--- src/rtl/conv_oc_sched.sv ---
// Per-output-pixel scheduler: walks output channels 0..OC, sequencing bias load, MAC taps,
// pipeline drain, bias add with int8 saturation and a valid/ready output. Optional macro: RELU_EN.
module conv_oc_sched #(
    parameter int OC      = 7,
    parameter int NK      = 9,
    parameter int MAC_LAT = 2,
    parameter int ACC_W   = 20
) (
    input  logic                    clk,
    input  logic                    rst,
    input  logic                    start,
    output logic                    busy,
    output logic                    done,
    output logic                    c_load,
    output logic [3:0]              cout,
    input  logic signed [7:0]       bias,
    output logic                    mac_en,
    output logic                    mac_clr,
    output logic [7:0]              k_idx,
    input  logic signed [ACC_W-1:0] acc,
    output logic                    out_valid,
    input  logic                    out_ready,
    output logic signed [7:0]       out_data
);

    localparam int DW = (MAC_LAT > 1) ? $clog2(MAC_LAT) : 1;
    localparam logic signed [ACC_W:0] SAT_MAX = 127;
`ifdef RELU_EN
    localparam logic signed [ACC_W:0] SAT_MIN = 0;
`else
    localparam logic signed [ACC_W:0] SAT_MIN = -128;
`endif

    typedef enum logic [2:0] {IDLE, LOAD, MAC, DRAIN, OUT} state_t;

    state_t              state, state_nx;
    logic [DW-1:0]       dcnt;
    logic signed [ACC_W:0] sum;
    logic                last_tap, last_drain, last_ch, hs;

    function automatic logic signed [7:0] sat8(input logic signed [ACC_W:0] s);
        if (s > SAT_MAX)
            return 8'sd127;
        else if (s < SAT_MIN)
            return SAT_MIN[7:0];
        else
            return s[7:0];
    endfunction

    // One extra bit of headroom so acc + bias can never overflow before the clamp.
    assign sum        = $signed({acc[ACC_W-1], acc}) + $signed({{(ACC_W-7){bias[7]}}, bias});
    assign last_tap   = (k_idx == 8'(NK - 1));
    assign last_drain = (dcnt == DW'(MAC_LAT - 1));
    assign last_ch    = (cout == 4'(OC));
    assign hs         = out_valid && out_ready;

    always_ff @(posedge clk or negedge rst) begin
        if (!rst)
            state <= IDLE;
        else
            state <= state_nx;
    end

    always_comb begin
        state_nx = state;
        busy     = 1'b1;
        c_load   = 1'b0;
        mac_en   = 1'b0;
        mac_clr  = 1'b0;
        case (state)
            IDLE: begin
                busy = 1'b0;
                if (start)
                    state_nx = LOAD;
            end
            LOAD: begin
                c_load   = 1'b1;
                state_nx = MAC;
            end
            MAC: begin
                mac_en  = 1'b1;
                mac_clr = (k_idx == 8'd0);
                if (last_tap)
                    state_nx = DRAIN;
            end
            DRAIN: begin
                if (last_drain)
                    state_nx = OUT;
            end
            OUT: begin
                if (hs)
                    state_nx = last_ch ? IDLE : LOAD;
            end
            default: state_nx = IDLE;
        endcase
    end

    always_ff @(posedge clk or negedge rst) begin
        if (!rst) begin
            cout      <= '0;
            k_idx     <= '0;
            dcnt      <= '0;
            out_valid <= 1'b0;
            out_data  <= '0;
            done      <= 1'b0;
        end else begin
            done <= 1'b0;
            case (state)
                IDLE: begin
                    if (start)
                        cout <= '0;
                end
                LOAD: k_idx <= '0;
                MAC: begin
                    if (last_tap)
                        dcnt <= '0;
                    else
                        k_idx <= k_idx + 8'd1;
                end
                DRAIN: begin
                    if (last_drain) begin
                        out_data  <= sat8(sum);
                        out_valid <= 1'b1;
                    end else begin
                        dcnt <= dcnt + 1'b1;
                    end
                end
                OUT: begin
                    if (hs) begin
                        out_valid <= 1'b0;
                        if (last_ch) begin
                            done <= 1'b1;
                            cout <= '0;
                        end else begin
                            cout <= cout + 4'd1;
                        end
                    end
                end
                default: ;
            endcase
        end
    end

endmodule

--- config.mk ---
export PLATFORM = sky130hd
export DESIGN_NAME = conv_oc_sched
export DESIGN_NICKNAME = d
export VERILOG_FILES = /design/src/rtl/conv_oc_sched.sv
export SDC_FILE = /design/constraint.sdc
export NUM_CORES = 1
export LEC_CHECK = 0
export ABC_AREA = 1
export CORE_MARGIN = 2
export CORE_UTILIZATION = 40
export CTS_BUF_LIST = sky130_fd_sc_hd__clkbuf_2
export CTS_CLUSTER_DIAMETER = 50
export DETAILED_ROUTE_END_ITERATION = 6
export HOLD_SLACK_MARGIN = 0.02
export PLACE_DENSITY = 0.69
export SLEW_MARGIN = 20
export SYNTH_ARGS = -nofsm -noshare
export SYNTH_HDL_FRONTEND = slang
export SYNTH_SLANG_ARGS = --single-unit
--- constraint.sdc ---
create_clock -name clk -period 1.7 [get_ports clk]
set_clock_uncertainty 0.05 [all_clocks]
set_input_delay 0.51 -clock clk [delete_from_list [all_inputs] [get_ports clk]]
set_output_delay 0.51 -clock clk [all_outputs]
set_load 0.005 [all_outputs]
==> reports/summary.txt, run 1 <==
outcome: finished with violations
failing checks: setup timing
max cap viols: 0
Final min period: 2.247 ns
layout net count: 715
fin crit share: 1.322
Buffers & Inverters on Critical Path: 3
FF-to-FF setup slack: -0.26 ns
ANT cells: 0
Pwr per Cell Area: 920.0 nW/µm²
post-synthesis adder-cell area fraction: 0.1051
endpoints failing setup: 23
Post-Syn Nets: 535
Iter 0 DRT Violations: 164
RSZ-0062 raised after global routing: yes
Final Slew Violations: 0
Unique masters post-synth: 35
family with the most delay on the worst path: simple AND/OR/NAND/NOR gates
die height: 89.57 µm
post-route worst setup slack: -0.5467 ns
CP Capture Type: flip-flop
wire length of the first global-routing pass: 15.64 mm
post-synth top area share: 0.2221
Min Hold Slack: 0.4054 ns
EDFF count, synth: 0
full die area: 8023 µm²
main combinational cell family by area after synthesis: simple AND/OR/NAND/NOR gates
final non-filler cell total: 757
via-per-instance ratio: 5.103
Final GP Congestion: 0.9133
cts bufs inserted: 3
CP max stage delay: 0.32 ns
Die Wd: 89.57 µm
Crit Path Max Fanout: 7
ANT nets after route: 0
top_reg_cell synth: dfrtp_1
synthesized area: 2929 µm²
core footprint: 7176 µm²
Synth Area in XOR/XNOR: 0.02050
sequential area share after synthesis: 0.2221
Routed wire per std cell: 14.16 µm
Skew-Pair Late Insertion Delay: 0.38 ns
1st-pass router iterations: 5
WS Path Type: input pin to flip-flop
initial antenna violation count: 0
Clock transition at path regs: 0.27 ns
io pins: 58
Clock Tree Buf Depth: 2
largest net degree at the start of global routing: 27
FFs w/ async S/R, synth: 1.000
Fillers: 474
area of the multi-input gates: 2685 µm²
simple-gate share of the synthesized area: 0.4289
Hold Crit Class: input pin to asynchronous set/reset pin
Worst EP arrival: 2.50 ns
Max Clk Rate: 0.4451 GHz
hpwl dp: 6.752 mm
register area: 650.6 µm²
Syn Inst Count: 479
clock sink total: 26
FF-to-FF Start: state[2]
vias in the first global route: 3608
Pwr Total: 4.993 mW
CP cell instances: dlygate4sd2_1, ha_4, nand2_2, nand2_2, nand2_2, nand2_2, inv_2, buf_4, nand3_1, nand2_1, nand2_2, nand2_2, nor2_2, nand3_2, a21oi_4, a21oi_2
IO buf count: 57
DRC: 0
commonest cells in the netlist: nand2_1 (158), inv_1 (95), nand3_1 (36), nor2_1 (28), dfrtp_1 (26)
Setup crit start kind: input pin
Hold Fails Final Rpt: 0
H-tree depth: 1
placed cell count: 714
final design utilization: 0.7564
via count: 3863
final wirelength: 10.72 mm
number of placement rows: 31
layout cells sized above 1: 0.5122
GRT Overall Usage: 0.2430
total negative slack: -6.582 ns
TritonCTS clock tree: yes
R2R cell count: 13
#FFs+latches synth: 26
P_leak: 2.793 nW
Peak VDD IR: 0.0005542 V
largest cells by area after synthesis: dfrtp_1 (22%), nand2_1 (20%), inv_1 (12%), ha_1 (9.8%), nand3_1 (6.2%)
count leader, synth: nand2_1
Synth warnings: 0
CP max stage cell: ha_4
Area growth syn-to-layout: 85.31%
post-synth top area cell: dfrtp_1
Worst R2R End: k_idx[6]
root buffer cell: clkbuf_2
relative slew slack: 0.7537
Mean Syn Cell Area: 6.115 µm²
most frequent CP cell: nand2_2
gr ovfl total: 0
Initial Utilization: 0.4082
Compound-Gate Fraction of Synth Area: 0.09141
Worst-Margin Slew: 0.3666 ns
multiplexer share of the synthesized area: 0
Worst EP required: 1.96 ns
sequential cells by signal (all words and copies together) (netlist names):
name       cells
k_idx          8
dcnt           1
state          3
out_valid      1
out_data       8
cout           4
done           1
worst max-delay path by stage:
stage	startpoint	endpoint	slack, ns	cells past startpoint
after floorplan	bias[0]	out_data[0]	-0.64	17
after global placement	bias[7]	out_data[5]	-1.34	15
after detailed placement	bias[7]	out_data[1]	-1.41	17
after CTS	acc[0]	out_data[0]	-0.48	18
after global routing	acc[10]	out_data[6]	-0.65	16
final	acc[6]	out_data[6]	-0.55	16
through the flow:
step / worst slack [ns] / cell area [µm²]
global placement: -1.342 / 4249
floorplan: -0.6374 / 2958
detailed placement: -1.410 / 4249
CTS: -0.4751 / 5035
global route: -0.6509 / 5428
finish: -0.5467 / 5428
final cells by class:
cell class | count | area share
multi-input cells | 350 | 0.4947
repair buffers | 176 | 0.2815
flip-flops and latches | 26 | 0.1199
inverters | 102 | 0.07284
well taps | 99 | 0.02282
clock inverters | 1 | 0.005532
clock buffers | 3 | 0.002766
logic make-up (layout without fill, tap and decap cells):
group           count (synthesis)  after routing
buf+inv                       103            282
compound gates                 44             44
simple gates                  276            276
fa+ha+maj                      24             24
xor+xnor                        6              6
flops                          26             26
power by group:
part           leakage [nW]  switching, mW  internal, mW  total (mW)
registers             0.322          0.147         0.805       0.952
clock network        0.0266          0.203         0.202       0.405
logic                  2.44           1.83          1.81        3.64
placed cells by master, fill, tap and decap left out, drive strengths merged, types with 4 or more instances in the layout:
cell           count
nor2              37
nand2            172
inv              102
dlygate4sd2       19
ha                23
clkdlybuf4s15     15
nand4              5
a21oi             29
xor2               4
dfrtp             26
clkbuf             5
nand3             40
o21ai              9
nor3              15
buf              135
clkdlybuf4s50      5
layer usage:
layer,vias to the layer above,track usage,wire length [µm]
met3,32,0.01554,438
met1,1831,0.2776,4062
met5,-,0,0
li1,1858,-,-
met4,0,0.07870,294
met2,142,0.4739,5921
timing repair:
| action | in CTS | in global routing |
|---|---|---|
| gates resized for setup | 239 | 111 |
| pin swaps | 58 | 58 |
| buffers inserted | 27 | 16 |
| hold buffers | 0 | 0 |
| endpoints found under the setup margin | 44 | 40 |
| gates cloned | 1 | 0 |
(Power assumes the default switching activity.)
==> inputs of run 2 (changes only) <==
CORE_MARGIN = 1   (was 2)
==> reports/summary.txt, run 2 (synthesis gave the netlist of run 1 again) <==
number of placement rows: 30
Final min period: 2.288 ns
root buffer cell: clkbuf_2
1st-pass router iterations: 4
layout net count: 706
Crit Path Max Fanout: 7
ANT nets after route: 0
DP Area: 4238 µm²
hpwl dp: 6.546 mm
largest net degree at the start of global routing: 27
outcome: finished with violations
CP Capture Type: flip-flop
GRT Overall Usage: 0.2496
Setup crit start kind: input pin
clock sink total: 26
Die Wd: 87.57 µm
max cap viols: 0
final wirelength: 10.59 mm
Clock Tree Buf Depth: 2
Pwr per Cell Area: 872.9 nW/µm²
IO buf count: 57
full die area: 7669 µm²
Final GP Congestion: 0.9202
Iter 0 DRT Violations: 144
via count: 3835
cts bufs inserted: 3
die height: 87.57 µm
ANT cells: 0
fin area: 5365 µm²
Worst-Margin Slew: 0.3640 ns
Worst EP required: 1.92 ns
commonest cells after routing, fill and taps aside: nand2_1 (92), buf_4 (91), inv_1 (84), nand2_2 (63), dfrtp_1 (26)
Initial Utilization: 0.4218
Final Slew Violations: 0
top flop regs: k_idx (8), out_data (8), cout (4)
Hold Fails Final Rpt: 0
via-per-instance ratio: 5.148
post-route worst setup slack: -0.5878 ns
Clock transition at path regs: 0.26 ns
R2R cell count: 14
RSZ-0062 raised after global routing: yes
gr ovfl total: 0
Hold Crit Class: input pin to asynchronous set/reset pin
fin crit share: 1.346
endpoints failing setup: 23
# hold bufs at CTS: 0
P_leak: 2.800 nW
Area growth syn-to-layout: 83.17%
H-tree depth: 1
commonest non-fill, non-tap cell in the layout: nand2_1
layout cells sized above 1: 0.5408
Max Clk Rate: 0.4371 GHz
Peak VDD IR: 0.0004967 V
relative slew slack: 0.7555
io pins: 58
Skew-Pair Late Insertion Delay: 0.34 ns
vias in the first global route: 3563
DRC: 0
WS Path Type: input pin to flip-flop
TritonCTS clock tree: yes
Worst EP arrival: 2.50 ns
core footprint: 6944 µm²
Routed wire per std cell: 14.21 µm
wire length of the first global-routing pass: 15.39 mm
initial antenna violation count: 0
total negative slack: -6.625 ns
failing checks: setup timing
dpl ws: -1.402 ns
==> run 2: metal layers <==
layer,track usage,part of all wire,up-vias
met5,0,0,-
met4,0.05812,0.027,0
met3,0.01320,0.037,32
met2,0.4957,0.55,118
met1,0.2906,0.39,1852
li1,-,-,1833
==> run 2: where the power goes <==
group	switching, mW	internal, mW
sequential	0.119	0.805
combinational	1.81	1.71
clock	0.183	0.0512
total	2.12	2.57
==> run 2: final timing paths <==
path | from | endpoint | slack [ns]
max | bias[7] | out_data[6] | -0.59
min | rst | cout[0] | 0.43
max reg2reg | state[0] | k_idx[6] | -0.30
min reg2reg | out_data[7] | out_data[7] | 0.50
max in group asynchronous | rst | k_idx[3] | 0.89
min in group clk | bias[0] | out_data[0] | 0.47
==> run 2: critical path, stage by stage <==
cell and delay [ns]:
buf_8 0.11, buf_12 0.14, ha_4 0.27, nand2_2 0.09
inv_1 0.07, nand2_2 0.12, inv_1 0.07, a21oi_2 0.19
nand3_1 0.14, nand2_2 0.11, nand3_2 0.06, nor2_2 0.13
nand3_2 0.10, a21oi_4 0.31, a21oi_2 0.10
==> run 2: final cells by class <==
class                      count  area, µm²
multi-input combinational    350       2796
clock inverter                 1      3.754
tap                           96      120.1
timing repair buffer         167       1384
inverter                     102      395.4
fill                         476       1579
clock buffer                   3      15.01
sequential                    26      650.6
==> run 2: per-stage QoR <==
step	cells	hold slack [ns]	power, mW	util
finish	745	0.4334	4.683	0.7726
global route	745	0.4431	5.026	0.7726
CTS	745	0.4468	4.155	0.7160
detailed placement	710	0.4580	3.450	0.6103
global placement	710	0.4364	3.389	0.6103
floorplan	479	0.1644	2.170	-
==> run 2: timing repair <==
action / CTS / global route
gates resized for setup: 212 / 155
setup buffers: 31 / 15
gates cloned: 1 / 0
endpoints found under the hold margin: 0 / 0
pin swaps: 66 / 93
endpoints found under the setup margin: 43 / 34
